**src/rtl/sram_arb_pkg.sv**
```systemverilog
// Shared types and constants for the SRAM port arbiter.
package sram_arb_pkg;

    typedef enum logic [1:0] {
        NORMAL = 2'b00,
        DRAIN  = 2'b01,
        PROG   = 2'b10
    } arb_state_e;

    localparam int NumPorts = 2;
    localparam int PortBus  = 0;
    localparam int PortProg = 1;

    function automatic logic [NumPorts-1:0] port_onehot(input logic idx);
        logic [NumPorts-1:0] oh;
        oh = 2'b00;
        oh[idx] = 1'b1;
        return oh;
    endfunction

endpackage

```
**src/rtl/sram_arb_rr2.sv**
```systemverilog
// Two-requester round-robin picker; masked requesters are ignored and the
// pointer only moves when both unmasked requesters compete.
module sram_arb_rr2
    import sram_arb_pkg::*;
(
    input  logic                clk_i,
    input  logic                rst_ni,
    input  logic                clr_i,
    input  logic [NumPorts-1:0] req_i,
    input  logic [NumPorts-1:0] mask_i,
    output logic [NumPorts-1:0] gnt_o
);

    logic                rr_ptr_r;
    logic [NumPorts-1:0] eff_s;

    // Grant selection from the unmasked requests.
    always_comb begin
        eff_s = req_i & ~mask_i;
        gnt_o = 2'b00;
        case (eff_s)
            2'b01:   gnt_o = 2'b01;
            2'b10:   gnt_o = 2'b10;
            2'b11:   gnt_o = port_onehot(rr_ptr_r);
            default: gnt_o = 2'b00;
        endcase
    end

    // Pointer flips to the loser after a contended grant.
    always_ff @(posedge clk_i or negedge rst_ni) begin
        if (!rst_ni) begin
            rr_ptr_r <= 1'b0;
        end else if (clr_i) begin
            rr_ptr_r <= 1'b0;
        end else if (&eff_s) begin
            rr_ptr_r <= ~rr_ptr_r;
        end else begin
            rr_ptr_r <= rr_ptr_r;
        end
    end

endmodule

```
**src/rtl/sram_port_arbiter.sv**
```systemverilog
// Shares one 1RW SRAM port between the bus adapter (P0) and the program loader (P1).
// Define SRAM_ARB_PERF_EN to add the contention counter (perf_clr_i / perf_conflict_o).
module sram_port_arbiter
    import sram_arb_pkg::*;
#(
    parameter int AddrWidth = 12,
    parameter int MemAw     = 10,
    parameter int DataWidth = 32
) (
    input  logic                                 clk_i,
    input  logic                                 rst_ni,
    input  logic                                 prog_mode_i,
    output logic                                 prog_lock_o,
    input  logic [NumPorts-1:0]                  req_i,
    input  logic [NumPorts-1:0]                  we_i,
    input  logic [NumPorts-1:0][AddrWidth-1:0]   addr_i,
    input  logic [NumPorts-1:0][DataWidth-1:0]   wdata_i,
    input  logic [NumPorts-1:0][DataWidth/8-1:0] wmask_i,
    output logic [NumPorts-1:0]                  gnt_o,
    output logic [NumPorts-1:0]                  rvalid_o,
    output logic [DataWidth-1:0]                 rdata_o,
    output logic                                 err_o,
    output logic                                 csb_o,
    output logic                                 web_o,
    output logic [DataWidth/8-1:0]               wmask_o,
    output logic [MemAw-1:0]                     addr_o,
    output logic [DataWidth-1:0]                 wdata_o,
    input  logic [DataWidth-1:0]                 rdata_i
`ifdef SRAM_ARB_PERF_EN
    ,
    input  logic                                 perf_clr_i,
    output logic [15:0]                          perf_conflict_o
`endif
);

    localparam int MaskWidth = DataWidth / 8;

    arb_state_e           state_r;
    arb_state_e           state_next_s;
    logic                 lock_s;
    logic                 rr_clr_s;
    logic [NumPorts-1:0]  mask_s;
    logic [NumPorts-1:0]  gnt_s;
    logic [NumPorts-1:0]  rvalid_r;
    logic                 win_s;
    logic                 any_s;
    logic                 in_range_s;
    logic                 access_s;
    logic                 err_r;
    logic                 rd_pend_r;
    logic                 prog_lock_r;
    logic [AddrWidth-1:0] addr_sel_s;

    // The lock follows prog_mode_i combinationally so P0 is blocked in the request cycle.
    assign lock_s   = prog_mode_i | (state_r != NORMAL);
    assign mask_s   = {1'b0, lock_s};
    assign rr_clr_s = (state_r == PROG) & ~prog_mode_i;

    sram_arb_rr2 u_rr (
        .clk_i  (clk_i),
        .rst_ni (rst_ni),
        .clr_i  (rr_clr_s),
        .req_i  (req_i),
        .mask_i (mask_s),
        .gnt_o  (gnt_s)
    );

    // Winner selection and range decode.
    always_comb begin
        any_s      = |gnt_s;
        win_s      = gnt_s[PortProg];
        addr_sel_s = addr_i[win_s];
        in_range_s = (addr_sel_s[AddrWidth-1:MemAw] == {(AddrWidth-MemAw){1'b0}});
        access_s   = any_s & in_range_s;
    end

    // Grant and SRAM drive; reset forces the idle values without waiting for a clock.
    always_comb begin
        gnt_o   = gnt_s & {NumPorts{rst_ni}};
        csb_o   = 1'b1;
        web_o   = 1'b1;
        addr_o  = {MemAw{1'b0}};
        wdata_o = {DataWidth{1'b0}};
        wmask_o = {MaskWidth{1'b0}};
        if (access_s && rst_ni) begin
            csb_o   = 1'b0;
            web_o   = ~we_i[win_s];
            addr_o  = addr_sel_s[MemAw-1:0];
            wdata_o = wdata_i[win_s];
            wmask_o = wmask_i[win_s];
        end else begin
            csb_o   = 1'b1;
            web_o   = 1'b1;
        end
    end

    // Lock state machine next-state logic.
    always_comb begin
        state_next_s = state_r;
        case (state_r)
            NORMAL: begin
                if (prog_mode_i) state_next_s = DRAIN;
                else             state_next_s = NORMAL;
            end
            DRAIN: begin
                if (!prog_mode_i)           state_next_s = NORMAL;
                else if (!rvalid_r[PortBus]) state_next_s = PROG;
                else                        state_next_s = DRAIN;
            end
            PROG: begin
                if (!prog_mode_i) state_next_s = NORMAL;
                else              state_next_s = PROG;
            end
            default: state_next_s = NORMAL;
        endcase
    end

    // State and one-cycle response pipeline; the ungated grant is safe here since reset dominates.
    always_ff @(posedge clk_i or negedge rst_ni) begin
        if (!rst_ni) begin
            state_r     <= NORMAL;
            rvalid_r    <= 2'b00;
            err_r       <= 1'b0;
            rd_pend_r   <= 1'b0;
            prog_lock_r <= 1'b0;
        end else begin
            state_r     <= state_next_s;
            rvalid_r    <= gnt_s;
            err_r       <= any_s & ~in_range_s;
            rd_pend_r   <= access_s & ~we_i[win_s];
            prog_lock_r <= (state_next_s == PROG);
        end
    end

    // Read data only passes through for an in-range read response.
    always_comb begin
        if (rd_pend_r) rdata_o = rdata_i;
        else           rdata_o = {DataWidth{1'b0}};
    end

    assign rvalid_o    = rvalid_r;
    assign err_o       = err_r;
    assign prog_lock_o = prog_lock_r;

`ifdef SRAM_ARB_PERF_EN
    logic [15:0] perf_cnt_r;

    // Saturating count of cycles where both ports request (one is always denied).
    always_ff @(posedge clk_i or negedge rst_ni) begin
        if (!rst_ni) begin
            perf_cnt_r <= 16'd0;
        end else if (perf_clr_i) begin
            perf_cnt_r <= 16'd0;
        end else if ((&req_i) && (perf_cnt_r != 16'hFFFF)) begin
            perf_cnt_r <= perf_cnt_r + 16'd1;
        end else begin
            perf_cnt_r <= perf_cnt_r;
        end
    end

    assign perf_conflict_o = perf_cnt_r;
`endif

endmodule

```
**config.mk**
```make
export PLATFORM = sky130hd
export DESIGN_NAME = sram_port_arbiter
export DESIGN_NICKNAME = d
export VERILOG_FILES = /design/src/rtl/sram_arb_pkg.sv /design/src/rtl/sram_arb_rr2.sv /design/src/rtl/sram_port_arbiter.sv
export SDC_FILE = /design/constraint.sdc
export NUM_CORES = 1
export LEC_CHECK = 0
export BUFFER_PORTS_ARGS = -buffer_cell sky130_fd_sc_hd__buf_2
export CAP_MARGIN = 10
export CORE_ASPECT_RATIO = 1.4
export CORE_MARGIN = 5
export CORE_UTILIZATION = 30
export DETAILED_ROUTE_END_ITERATION = 10
export PLACE_DENSITY = 0.84
export SLEW_MARGIN = 25
export SYNTH_ARGS = -nofsm -noshare
export SYNTH_HDL_FRONTEND = slang
export SYNTH_SLANG_ARGS = --single-unit
```
**constraint.sdc**
```tcl
create_clock -name clk_i -period 1.86 [get_ports clk_i]
set_clock_uncertainty 0.05 [all_clocks]
set_input_delay 0.093 -clock clk_i [delete_from_list [all_inputs] [get_ports clk_i]]
set_output_delay 0.093 -clock clk_i [all_outputs]
set_load 0.1 [all_outputs]
```
Yosys cells after proc, flatten, opt, wreduce, memory -nomap -nowiden. Index checks and enable logic that the tools add are counted.

Word-level logic and storage cells: 59. RAM bits: 0. Input bits: 135. Memories kept: 0. Bits in latches: 0. Register bits: 8. Output and inout bits: 86. Memory bits (read-only): 0.

$add $sub $neg: 0. Multiplexer cells: 24. Reduce and logical (&&, ||, !) cells: 8. Magnitude comparators: 3. Multipliers: 0. Divide/modulo/power cells: 0. Bitwise logic cells: 12. Eq/ne operators: 6. Shifts and indexed selects: 0.

Operators by type and width (count): 2-to-1 mux 32 bit (4); 2-to-1 mux 12 bit (2); 2-to-1 mux 4 bit (3); case mux 2 bit (3 select lines) (2); 2-to-1 mux 10 bit (1); equality test 2 bit (second input constant) (4); 2-to-1 mux 1 bit (8); 2-to-1 mux 2 bit (3); bitwise AND 1 bit (4); bitwise AND 2 bit (2); equality test 2 x 1 -> 1 bit (second input constant) (2); zero test 2 bit (2); < comparator 1 x 2 -> 1 bit (second input constant) (2); inverter 1 bit (4); nonzero test 2 bit (2); logical AND 1 bit (2); inverter 1 -> 2 bit (1); AND reduction 2 bit (1); OR reduction 2 bit (1); demux 1 bit (select 1 bit) (1); greater-or-equal comparator 1 bit (second input constant) (1); OR 1 bit (1).

Logic depth before layout (Yosys ltp).
Word-level depth: 12. Mapped depth: 6. Gate-level depth less buffers: 3.

By module. A second synthesis with hierarchy kept.

Cells, all modules: 187. Area total of the unflattened synthesis: 1699.1 sq um.

Modules (own cells, without submodules): sram_port_arbiter (area an instance 1609.0 sq um, seq. area each 175.2 sq um, cells an instance 178, instances 1); sram_arb_rr2 (area an instance 90.1 sq um, seq. area each 25.0 sq um, cells an instance 9, instances 1).

Worst setup path before layout. OpenSTA, ideal clock, no wires.

Path kind: reg2out. From: register state_r[1]. To: output addr_o[1]. Data arrival time: 3.681 ns. Path slack: -1.964 ns. Stages on the path, launching flop included: 6. Path through: dfrtp_1 nor4b_2 nand2_1 buf_2 clkbuf_1 a221oi_1.

Word-level cells in the longest chain between the ends: 12. Elaborated cells on any way between the ends: 15. Those cells by class: eq/ne (3); mux (4); bitwise (4); reduce/logical (4).

RTL lines: start: declaration (RTL line sram_port_arbiter.sv:38) `arb_state_e state_r;`; start signal: assignment (RTL line sram_port_arbiter.sv:127) `state_r <= state_next_s;`; nonzero test 2 bit (*) (RTL line sram_port_arbiter.sv:55) `assign lock_s = prog_mode_i | (state_r != NORMAL);`; OR 1 bit (*) (RTL line sram_port_arbiter.sv:55); inverter 1 -> 2 bit (*) (RTL line sram_arb_rr2.sv:19) `eff_s = req_i & ~mask_i;`; bitwise AND 2 bit (*) (RTL line sram_arb_rr2.sv:19); equality test 2 bit / equality test 2 x 1 -> 1 bit (equally long branches) (RTL line sram_arb_rr2.sv:21) `case (eff_s)`; case mux 2 bit (3 select lines) (*) (RTL line sram_arb_rr2.sv:21); 2-to-1 mux 12 bit (implied by the code) (2 in series) (RTL line sram_port_arbiter.sv:72) `addr_sel_s = addr_i[win_s];`; zero test 2 bit (RTL line sram_port_arbiter.sv:73) `in_range_s = (addr_sel_s[AddrWidth-1:MemAw] == {(AddrWidth-MemAw){1'b0}});`; bitwise AND 1 bit (RTL line sram_port_arbiter.sv:74) `access_s = any_s & in_range_s;`; logical AND 1 bit (RTL line sram_port_arbiter.sv:85) `if (access_s && rst_ni) begin`; 2-to-1 mux 10 bit (*) (RTL line sram_port_arbiter.sv:85); end: declaration (RTL line sram_port_arbiter.sv:26) `output logic [MemAw-1:0] addr_o,`.

Mark *: on every way between the ends. The rest lies on a longest branch, timed or not. The select of a mux whose other input is x is not followed.

Worst setup path in the final report.
From: register state_r[1]. To: output addr_o[7].

The elaborated chain is that of the path after synthesis.

==> results.py <==
metrics = {
    "logic_synthesis": {
        "synthMuxAreaShare": 0,
        "ys.flop_type": "dfrtp_1",
        "synthAdderAreaFrac": 0,
        "yosysSeqAreaShare": 0.0923,
        "async_reset_ff_frac": 1.00,
        "yosysTopAreaCell": "a221oi_1",
        "syn_nets": 445,
        "yosys.area_share.simple": 0.273,
        "synthXorXnorAreaFrac": 0,
        "synth_area_leaders": "a221oi_1, o211ai_1, nor2b_1",
        "ys_warn_count": 0,
        "synth_top_family_by_area": "compound AO/OA/AOI/OAI gates",
        "synthCells": 310,
        "synth_cell_types": 29,
        "synthesis.area_sq_um": 2170,
        "synth-seq-cells": 8,
        "yosys.area.top_type_share": 0.186,
        "synth-edff-count": 0,
        "synth_compound_area_frac": 0.537,
        "syn-mean-instance-area_sq_um": 7.00,
    },
    "route": {
        "ant_nets": 0,
        "highest_layer": "met5",
        "wl_met1_mm": 5.37,
        "routed_via_density": 6.31,
        "routed_wl_mm": 16.4,
        "dr.pass1.iters": 5,
        "wl_met2_mm": 8.26,
        "wire_per_inst_microns": 26.0,
        "vias": 3988,
        "wl_met3_mm": 1.67,
        "drt_iter0_drc": 462,
        "drc": 0,
    },
    "critical_path": {
        "startpoint_type": "flip-flop",
        "r2r_cells": 5,
        "crit_type": "flip-flop to output pin",
        "r2r_start": "state_r[1]",
        "reg2reg_slack_ps": 40,
        "required_ps": 1720,
        "r2r_end": "rd_pend_r",
        "worstSetupEndpoint": "addr_o[7]",
        "path_max_fanout": 13,
        "arrival_ps": 2260,
        "crit_start": "state_r[1]",
        "endpoint_kind": "output pin",
    },
    "layout": {
        "final_cells": 632,
        "area_growth_pct": 168,
        "post_route_cells_drive_above_1_share": 0.644,
        "fin_util": 0.829,
        "nets": 672,
        "layout_common_cells": "buf_2, buf_12, nor2b_1, o211ai_1, a221oi_4",
        "final_common_cell": "buf_2",
    },
    "placed_design": {
        "dp.cells": 605,
        "gp_congestion": 0.805,
        "hpwl_mm": 9.28,
        "post-place-ws_ps": -414,
        "portBuffers": 220,
    },
    "grt": {
        "gr-total-overflow": 0,
        "grt_pass1_vias": 4008,
        "antenna_found_initial": 3,
        "grt_max_degree": 77,
        "grt_pass1_wl_mm": 22.4,
        "grt_use_total": 0.313,
    },
    "power": {
        "p_sw_frac": 0.573,
        "p_comb_frac": 0.816,
        "power_density_nw_per_um2": 412,
        "irDropWorstVdd_mv": 0.495,
        "p_sw_mw": 1.38,
        "cell_internal_pwr_mw": 1.03,
        "finalPower_mw": 2.40,
        "cellLeakagePower_nw": 2.89,
        "seq_power_share": 0.089,
        "clock_power_share": 0.095,
    },
    "floorplan": {
        "die_h_microns": 111,
        "dieArea_sq_um": 9060,
        "core_area_sq_um": 7030,
        "pin_count": 221,
        "die_x_microns": 81.9,
        "rows": 36,
        "initial_core_util": 0.309,
    },
    "sta": {
        "worst_slack_ps": -547,
        "layout_min_cycle_time_ps": 2410,
        "min_period_over_period": 1.29,
        "rsz0062_at_grt": "true",
        "finalSetupViolations": 50,
        "setup_tns_ps": -21740,
        "finalHoldViolCount": 0,
        "slew_headroom": 0.516,
        "fmax_ghz": 0.415,
        "tightest_slew_ps": 726,
        "slew_viol_final": 0,
    },
    "job": {
        "maxCapViolCount": 0,
    },
    "cts": {
        "cts_buffers": 3,
        "clock_latency_ps": 230,
        "clock_sinks": 8,
        "cts.clk_slew.worst_paths_ps": 50,
        "root_buffer": "clkbuf_8",
        "cts-htree-levels": 1,
        "cts_buffer_depth": 2,
        "cts_tree": "done",
    },
    "run_status": {
        "violations": "negative setup slack",
        "status": "finished, violations left",
    },
    "min_path": {
        "hold_class": "primary input to flip-flop",
    },
}
==> worst max-delay path, stage by stage (launching register included) <==
cell and delay, ps:
dfrtp_1 390, or4b_4 610, bufbuf_16 320, o211ai_1 360, a221oi_4 130, buf_12 210
==> timing repair <==
item / CTS / global route
resized for setup: 181 / 16
gates cloned: 8 / 6
hold buffers: 1 / 0
buffers inserted: 6 / 1
pin swaps: 38 / 18
endpoints found under the setup margin: 53 / 51
endpoints found under the hold margin: 8 / 0
==> through the flow <==
stage	instance area (sq um)	hold slack, ps
2_1_floorplan	3140	-253
3_3_place_gp	4560	28.7
3_5_place_dp	4560	41.2
4_1_cts	5560	50.9
5_1_grt	5820	58.4
6_report	5820	54.3
==> state kept, by name, indices dropped and copies added (netlist names) <==
name,cells
state_r,2
prog_lock_o,1
rvalid_o,2
u_rr.rr_ptr_r,1
rd_pend_r,1
err_o,1
==> routing by layer <==
metal | global-route usage | vias up
li1 | - | 1710
met1 | 0.346 | 1873
met2 | 0.534 | 305
met3 | 0.0765 | 96
met4 | 0.162 | 4
met5 | 0 | -
==> cell families after synthesis <==
family	after synthesis
buf+inv	53
simple gates	95
compound gates	154
flops	8
==> power by group through the flow <==
stage	Combinational (mW)	Sequential, mW	Clock, mW
5_1_grt	2.03	0.216	0.241
3_3_place_gp	1.58	0.214	0
6_report	1.96	0.214	0.228
4_1_cts	1.81	0.214	0.231
2_1_floorplan	1.09	0.281	0
3_5_place_dp	1.62	0.215	0
==> cell usage after synthesis (2+ instances only) <==
cell type	count
a221oi_1	46
buf_1	2
buf_2	10
inv_1	3
nand2_1	3
a31oi_1	46
clkbuf_1	38
o211ai_1	46
nor2_1	3
o21a_1	2
and2_1	34
dfrtp_1	8
a21oi_1	3
nor2b_1	51
==> cell type report <==
type                       instances  area [sq um]
antenna                            1          2.50
clock buffer                       4          45.0
fill                             376          1200
inverter                           3          13.8
multi-input combinational        249          2750
sequential                         8           201
tap                               95           119
timing repair buffer             272          2690
==> how the worst min path moves through the flow <==
stage	startpoint	end	cells past startpoint
3_5_place_dp	rst_ni	rd_pend_r	2
4_1_cts	we_i[0]	rd_pend_r	2
2_1_floorplan	rst_ni	err_o	0
6_report	we_i[0]	rd_pend_r	2
5_1_grt	we_i[1]	rd_pend_r	2
3_3_place_gp	rst_ni	rvalid_o[0]	2
No activity file was read; power rests on OpenSTA's default activity.
